File: src/rtl/dpram_fifo_ctrl.sv
// -----------------------------------------------------------------------------
// dpram_fifo_ctrl
// Sequences a simple dual-port RAM (ip_dpram, DEPTH x DATA_W) as a synchronous
// FIFO. Owns the RAM write/read addresses, the write enable and occupancy.
//
// Ports:
//   clock          system clock, rising edge
//   rst_n          synchronous active-low reset
//   wr_req/wr_data producer write request and data
//   rd_req         consumer read request
//   rd_data        read data, valid while rd_valid=1
//   rd_valid       one-cycle strobe for rd_data
//   full/empty     occupancy flags
//   usedw          occupancy 0..DEPTH
//   ovf_err        sticky overflow flag (optional)
//   unf_err        sticky underflow flag (optional)
//   ram_*          connections to ip_dpram (data, wraddress, rdaddress, wren, q)
//
// Optional feature macro: DPRAM_FIFO_ERR_FLAG_EN enables the sticky
// ovf_err/unf_err flags; when undefined both outputs are tied to 0.
// -----------------------------------------------------------------------------
module dpram_fifo_ctrl #(
    parameter int DATA_W     = 8,
    parameter int ADDR_W     = 8,
    parameter int RAM_RD_LAT = 1
) (
    input  logic              clock,
    input  logic              rst_n,
    input  logic              wr_req,
    input  logic [DATA_W-1:0] wr_data,
    input  logic              rd_req,
    output logic [DATA_W-1:0] rd_data,
    output logic              rd_valid,
    output logic              full,
    output logic              empty,
    output logic [ADDR_W:0]   usedw,
    output logic              ovf_err,
    output logic              unf_err,
    output logic [DATA_W-1:0] ram_data,
    output logic [ADDR_W-1:0] ram_wraddress,
    output logic [ADDR_W-1:0] ram_rdaddress,
    output logic              ram_wren,
    input  logic [DATA_W-1:0] ram_q
);

    localparam logic [ADDR_W:0]   DEPTH_C   = {1'b1, {ADDR_W{1'b0}}};
    localparam logic [ADDR_W:0]   CNT_ONE   = {{ADDR_W{1'b0}}, 1'b1};
    localparam logic [ADDR_W:0]   CNT_ZERO  = {(ADDR_W+1){1'b0}};
    localparam logic [ADDR_W-1:0] PTR_ONE   = {{(ADDR_W-1){1'b0}}, 1'b1};
    localparam logic [ADDR_W-1:0] PTR_ZERO  = {ADDR_W{1'b0}};
    localparam logic [DATA_W-1:0] DATA_ZERO = {DATA_W{1'b0}};

    logic [ADDR_W-1:0] wr_ptr;
    logic [ADDR_W-1:0] rd_ptr;
    logic [ADDR_W:0]   count;       // true occupancy, drives full/usedw
    logic [ADDR_W:0]   rd_count;    // committed words, drives empty
    logic [ADDR_W:0]   count_next;
    logic [ADDR_W:0]   rd_count_next;
    logic              wr_commit;   // a write accepted last edge lands in RAM this edge
    logic [RAM_RD_LAT:0] vpipe;     // read-valid shift register
    logic [DATA_W-1:0] q_reg;       // registered ram_q
    logic              wr_acc;
    logic              rd_acc;

    assign wr_acc        = wr_req & ~full;
    assign rd_acc        = rd_req & ~empty;
    assign usedw         = count;
    assign ram_rdaddress = rd_ptr;

    // Next-state occupancy for the write side and the committed read side.
    always_comb begin
        count_next    = count;
        rd_count_next = rd_count;
        case ({wr_acc, rd_acc})
            2'b10:   count_next = count + CNT_ONE;
            2'b01:   count_next = count - CNT_ONE;
            default: count_next = count;
        endcase
        // The read side only sees a word once its RAM write edge has passed.
        case ({wr_commit, rd_acc})
            2'b10:   rd_count_next = rd_count + CNT_ONE;
            2'b01:   rd_count_next = rd_count - CNT_ONE;
            default: rd_count_next = rd_count;
        endcase
    end

    // Pointers, occupancy, flags and RAM write port registers.
    always_ff @(posedge clock) begin
        if (!rst_n) begin
            wr_ptr        <= PTR_ZERO;
            rd_ptr        <= PTR_ZERO;
            count         <= CNT_ZERO;
            rd_count      <= CNT_ZERO;
            wr_commit     <= 1'b0;
            full          <= 1'b0;
            empty         <= 1'b1;
            ram_wren      <= 1'b0;
            ram_data      <= DATA_ZERO;
            ram_wraddress <= PTR_ZERO;
        end else begin
            count     <= count_next;
            rd_count  <= rd_count_next;
            wr_commit <= wr_acc;
            full      <= (count_next == DEPTH_C);
            empty     <= (rd_count_next == CNT_ZERO);
            ram_wren  <= wr_acc;
            if (wr_acc) begin
                ram_data      <= wr_data;
                ram_wraddress <= wr_ptr;
                wr_ptr        <= wr_ptr + PTR_ONE;
            end else begin
                ram_data      <= ram_data;
                ram_wraddress <= ram_wraddress;
                wr_ptr        <= wr_ptr;
            end
            if (rd_acc) begin
                rd_ptr <= rd_ptr + PTR_ONE;
            end else begin
                rd_ptr <= rd_ptr;
            end
        end
    end

    // Read return path: q is captured every clock, and handed to rd_data when
    // the matching valid bit reaches the end of the pipeline (LAT+1 clocks).
    always_ff @(posedge clock) begin
        if (!rst_n) begin
            vpipe    <= {(RAM_RD_LAT+1){1'b0}};
            q_reg    <= DATA_ZERO;
            rd_valid <= 1'b0;
            rd_data  <= DATA_ZERO;
        end else begin
            vpipe    <= {vpipe[RAM_RD_LAT-1:0], rd_acc};
            q_reg    <= ram_q;
            rd_valid <= vpipe[RAM_RD_LAT];
            if (vpipe[RAM_RD_LAT]) begin
                rd_data <= q_reg;
            end else begin
                rd_data <= rd_data;
            end
        end
    end

`ifdef DPRAM_FIFO_ERR_FLAG_EN
    // Sticky misuse flags, cleared only by reset.
    always_ff @(posedge clock) begin
        if (!rst_n) begin
            ovf_err <= 1'b0;
            unf_err <= 1'b0;
        end else begin
            ovf_err <= ovf_err | (wr_req & full);
            unf_err <= unf_err | (rd_req & empty);
        end
    end
`else
    assign ovf_err = 1'b0;
    assign unf_err = 1'b0;
`endif

endmodule

File: config.mk
export PLATFORM = sky130hd
export DESIGN_NAME = dpram_fifo_ctrl
export DESIGN_NICKNAME = d
export VERILOG_FILES = /design/src/rtl/dpram_fifo_ctrl.sv
export SDC_FILE = /design/constraint.sdc
export NUM_CORES = 1
export LEC_CHECK = 0
export CORE_ASPECT_RATIO = 1.1
export CORE_UTILIZATION = 45
export DETAILED_ROUTE_END_ITERATION = 6
export MAX_ROUTING_LAYER = met4
export PLACE_DENSITY_LB_ADDON = 0.2
export SYNTH_ARGS = -nofsm -noshare
export SYNTH_HDL_FRONTEND = slang
export SYNTH_SLANG_ARGS = --single-unit
File: constraint.sdc
create_clock -name clock -period 3.9 [get_ports clock]
set_input_delay 0.78 -clock clock [delete_from_list [all_inputs] [get_ports clock]]
set_output_delay 0.78 -clock clock [all_outputs]
set_load 0.01 [all_outputs]
Word-level counts from Yosys, hierarchy flattened. Cells that the tools add are included.

Register bits: 72. Logic and storage cells: 31.

Reduce and logical (&&, ||, !) cells: 1. Equality and inequality tests: 5. Mux-type cells: 2. $add $sub $neg: 6. Bitwise operators: 4.

Operators with widths (count): 9-bit case mux with 2 select lines (2); 9-bit by 1-bit adder with 9-bit output, second input constant (2); 9-bit by 1-bit subtractor with 9-bit output, second input constant (2); 8-bit by 1-bit adder with 8-bit output, second input constant (2); 9-bit == test, second input constant (1); 9-bit zero test (1); 2-bit by 1-bit == test with 1-bit output, second input constant (2); 2-bit == test, second input constant (2); 1-bit bitwise AND (2); 1-bit inverter (2).

Depth between registers and ports, before layout.
Depth after elaboration: 5. Gate-level depth with buffers: 15. Mapped depth without buffers: 12.

Worst setup path before layout. Ideal clock, no wire load.

Kind: in2reg. Start point: input wr_req. End point: register full. Arrival: 3.780 ns. Data required time: 3.822 ns. Path slack: 0.042 ns. Stages on the path: 15. Buffers on the path: 3. Path through: nor2b_1 inv_2 clkbuf_1 ha_1 buf_2 clkbuf_1 xor2_1 ha_1 or3b_1 a21boi_2 o221ai_1 a31oi_1 mux2i_1 nand3_1 nor3_1.

Cells in the longest elaborated chain, start to end: 4. Elaborated cells between the ends (all ways): 5. Those cells by class: eq/ne: 3; mux: 1; bitwise: 1.

RTL lines: start, declared (RTL line 29) `input logic wr_req,`; 1-bit bitwise AND * (RTL line 65) `assign wr_acc = wr_req & ~full;`; 2-bit by 1-bit == test with 1-bit output or 2-bit == test (tied branches) (RTL line 74) `case ({wr_acc, rd_acc})`; 9-bit case mux with 2 select lines * (RTL line 74); 9-bit == test * (RTL line 104) `full <= (count_next == DEPTH_C);`; end signal, assigned (RTL line 104); end, declared (RTL line 34) `output logic full,`.

Every way passes the cells marked *; elsewhere a longest branch is shown, timed or not. A chain may end at the register's enable or synchronous reset.

Worst setup path after layout.
Start point: input rd_req. End point: register full.

Cells in the longest elaborated chain, start to end: 4. Elaborated cells between the ends (all ways): 5. Those cells by class: eq/ne: 3; mux: 1; bitwise: 1.

RTL lines: start, declared (RTL line 31) `input logic rd_req,`; 1-bit bitwise AND * (RTL line 66) `assign rd_acc = rd_req & ~empty;`; 2-bit by 1-bit == test with 1-bit output or 2-bit == test (tied branches) (RTL line 74); 9-bit case mux with 2 select lines * (RTL line 74); 9-bit == test * (RTL line 104).

Marked as above.

==> impl_table.tex <==
\begin{tabular}{lr}
\hline
Metric & Value \\
\hline
\multicolumn{2}{l}{\textbf{Logic synthesis}} \\
\quad Most common cell in the netlist & sky130\_fd\_sc\_hd\_\_dfxtp\_1 \\
\quad Fraction of registers with async set/reset & 0\% \\
\quad Mapped Avg Cell Area & 8.875 sq um \\
\quad Prevailing post-synth register cell & sky130\_fd\_sc\_hd\_\_dfxtp\_1 \\
\quad Number of warnings reported in the yosys synthesis log & 0 \\
\quad Flop and latch count out of synthesis & 72 \\
\quad Number of distinct library cell variants in the gate-level netlist after synthesis & 70 \\
\quad List of most frequent post-synthesis cells & sky130\_fd\_sc\_hd\_\_dfxtp\_1 (72), sky130\_fd\_sc\_hd\_\_nand2\_1 (52), sky130\_fd\_sc\_hd\_\_and2\_1 (31) \\
\quad Dominant cells by area after synthesis & sky130\_fd\_sc\_hd\_\_dfxtp\_1 (39\%), sky130\_fd\_sc\_hd\_\_xnor2\_1 (5.4\%), sky130\_fd\_sc\_hd\_\_nand2\_1 (5.2\%) \\
\quad Synth area leader & sky130\_fd\_sc\_hd\_\_dfxtp\_1 \\
\quad Share of the synthesized area in the top cell type & 38.76\% \\
\quad Share of synthesized area occupied by flip-flops and latches & 38.76\% \\
\quad Number of enable flip-flop cells after synthesis & 0 \\
\quad Synthesized instance count & 419 \\
\quad Area of the mapped netlist & 0.003719 sq mm \\
\multicolumn{2}{l}{\textbf{Floorplanning}} \\
\quad Die height & 97.34 um \\
\quad Floorplan row count & 34 \\
\quad \# IOs & 67 \\
\quad Starting density of the core & 46.74\% \\
\quad CORE AREA & 0.007955 sq mm \\
\quad Area of the die & 0.008632 sq mm \\
\quad Die Wd & 88.68 um \\
\multicolumn{2}{l}{\textbf{STA}} \\
\quad Total of endpoints with negative setup slack in the final report & 0 \\
\quad Unrepaired setup endpoints after global routing & no \\
\quad Pins over their slew limit & 0 \\
\quad Setup clock skew after layout & 7.035 ps \\
\quad Total count of hold-check failures in the final report & 0 \\
\quad Tightest Pin Transition & 552.3 ps \\
\quad Peak clock frequency supported by timing & 287.7 MHz \\
\quad Fraction of the cycle the final worst path needs & 89.11\% \\
\quad Worst hold margin & 431.9 ps \\
\quad Max-slew headroom & 62.70\% \\
\quad Shortest period the worst path allows & 3475 ps \\
\quad Sum of negative setup slack & 0 ps \\
\multicolumn{2}{l}{\textbf{Layout}} \\
\quad Ratio of cells with drive above 1 in the final layout & 8.879\% \\
\quad Ant. Diodes & 0 \\
\quad Post-layout utilization of the core & 57.61\% \\
\quad Area grow syn2layout & 23.25\% \\
\quad Net count, final & 496 \\
\multicolumn{2}{l}{\textbf{Worst hold path}} \\
\quad Hold Path Cell Cnt & 1 \\
\quad Worst-case hold path end point & vpipe[1]\$\_SDFF\_PN0\_ \\
\quad Min-Delay Path Class & reg2reg \\
\quad Hold path start & vpipe[0]\$\_SDFF\_PN0\_ \\
\multicolumn{2}{l}{\textbf{Run status}} \\
\quad Result of the run & completed \\
\multicolumn{2}{l}{\textbf{Routing}} \\
\quad Remaining routing DRC violations & 0 \\
\quad Total via count in the routed design & 3023 \\
\quad Routed Wire Length & 7591 um \\
\quad DRT antenna net count & 0 \\
\quad First-iteration detailed-routing DRC count & 84 \\
\quad Total iterations of the first detailed-routing run & 7 \\
\quad Via density & 5.203 \\
\quad Routed wire per std cell & 13.07 um \\
\multicolumn{2}{l}{\textbf{GRT}} \\
\quad Number of antenna violations at the first check in global routing & 0 \\
\quad Number of global-route vias before repair & 2792 \\
\quad Remaining global-route overflow & 0 \\
\quad Pin count of the biggest net entering global routing & 47 \\
\quad Global-route wire length before repair & 12750 um \\
\quad Global-route usage over all layers & 18.95\% \\
\multicolumn{2}{l}{\textbf{Setup path}} \\
\quad R2r endpoint & full\$\_SDFF\_PN0\_ \\
\quad Setup slack of the most critical reg-to-reg path & 1020 ps \\
\quad Worst Path Max Fanout & 5 \\
\quad Worst endpoint required time & 4160 ps \\
\quad Arrival time at the worst endpoint & 3740 ps \\
\quad Crit end category & register \\
\quad Cell depth of the worst flop-to-flop path & 11 \\
\quad RR Startpoint & empty\$\_SDFF\_PN1\_ \\
\quad Category of the critical setup timing path & in2reg \\
\quad Launching element type of the critical path & primary input \\
\quad Critical Path Source & rd\_req \\
\multicolumn{2}{l}{\textbf{Placement}} \\
\quad Global placement routability congestion & 0.9003 \\
\quad IO buf count & 64 \\
\quad Post-DP HPWL & 5255 um \\
\multicolumn{2}{l}{\textbf{Pwr}} \\
\quad Leak pwr & 0.001662 uW \\
\quad Final total power & 2217 uW \\
\quad Pwr dens & 483.7 mW/mm\^{}2 \\
\quad Max VDD drop & 0.2244 mV \\
\multicolumn{2}{l}{\textbf{Clock network}} \\
\quad Number of setup buffers added after CTS & 0 \\
\quad CTS max path bufs & 2 \\
\quad Clock tree from TritonCTS & built \\
\quad Hold-fix buffers at CTS & 0 \\
\quad Post-cts resize count & 0 \\
\quad Sinks on Clock Net & 72 \\
\quad Clock buffers created by TritonCTS & 9 \\
\quad Max H-tree Level & 3 \\
\quad Reg clk slew, reported paths & 70 ps \\
\quad CTS Root Buffer Type & sky130\_fd\_sc\_hd\_\_clkbuf\_8 \\
\quad Clock latency on the worst-skew pair & 340 ps \\
\multicolumn{2}{l}{\textbf{Run}} \\
\quad Max-cap check violation count & 0 \\
\hline
\end{tabular}
layout make-up:
class                      count  area [sq um]
tap                          108         135.1
multi-input combinational    304          2052
inverter                       9         36.28
timing repair buffer          72         695.7
clock buffer                  12         145.1
sequential                    72          1441
clock inverter                 4         77.57
fill                         722          3372
critical path, stage by stage:
cell                              delay [ps]
sky130_fd_sc_hd__clkdlybuf4s50_1         450
sky130_fd_sc_hd__nor2b_1                 310
sky130_fd_sc_hd__ha_1                    260
sky130_fd_sc_hd__xor2_1                  170
sky130_fd_sc_hd__ha_1                    230
sky130_fd_sc_hd__or3b_1                  390
sky130_fd_sc_hd__a21boi_2                230
sky130_fd_sc_hd__o221ai_1                160
sky130_fd_sc_hd__a31oi_1                 240
sky130_fd_sc_hd__mux2i_1                 260
sky130_fd_sc_hd__nand3_1                 100
sky130_fd_sc_hd__nor3_1                  160
cells in the final DEF (no fill, tap or decap), drive strengths merged, types with 3 or more instances in the layout:
| cell | n |
|---|---|
| dfxtp | 72 |
| clkdlybuf4s50 | 63 |
| nand2 | 52 |
| and2 | 31 |
| nor2b | 23 |
| xnor2 | 23 |
| a21boi | 22 |
| nor2 | 14 |
| o21ai | 13 |
| mux2i | 12 |
| clkbuf | 12 |
| a21oi | 11 |
| buf | 9 |
| inv | 9 |
| xor2 | 8 |
| ha | 8 |
| nand3 | 7 |
| nor3 | 7 |
| and3 | 5 |
| nand4 | 5 |
| or3 | 4 |
| a211oi | 4 |
| a31oi | 4 |
| nor4 | 4 |
| nand3b | 3 |
| o221ai | 3 |
| nand2b | 3 |
| or3b | 3 |
| a221oi | 3 |
| o31ai | 3 |
logic make-up after synthesis:
group,count (synthesis),synth area share (%)
multiplexers,13,3.634
AO/OA/AOI/OAI,81,16.25
flip-flops,72,38.76
AND/OR/NAND/NOR,169,25.10
adder cells (fa/ha/maj),8,2.692
other,1,0.1008
XOR/XNOR,31,7.301
buffers and inverters,44,6.157
metal layers:
layer / part of all wire, % / wire length, um / GRT usage [%]
met2: 47 / 3530 / 29.53
met1: 48 / 3645 / 23.98
met5: 0 / 0 / -
met4: 1.4 / 110 / 5.707
met3: 4.0 / 304 / 4.758
per-stage QoR:
step,instances,worst slack [ps],area [sq um]
after global placement,565,168.0,4360
after global routing,581,213.1,4583
final,581,424.6,4583
after detailed placement,565,96.97,4360
after floorplan,420,41.81,3722
after CTS,581,426.1,4583
how the worst max path moves through the flow:
stage          cells past startpoint         endpoint  slack [ps]
6_report                          12  full$_SDFF_PN0_         420
5_1_grt                           12  full$_SDFF_PN0_         210
4_1_cts                           12  full$_SDFF_PN0_         430
3_5_place_dp                      12  full$_SDFF_PN0_         100
3_3_place_gp                      12  full$_SDFF_PN0_         170
2_1_floorplan                     15  full$_SDFF_PN0_          40
power by group:
part | total (uW) | internal, uW | switching (uW)
combinational | 647 | 326 | 320
sequential | 919 | 804 | 115
clock | 651 | 381 | 271
Power figures use the tool's default switching activity.
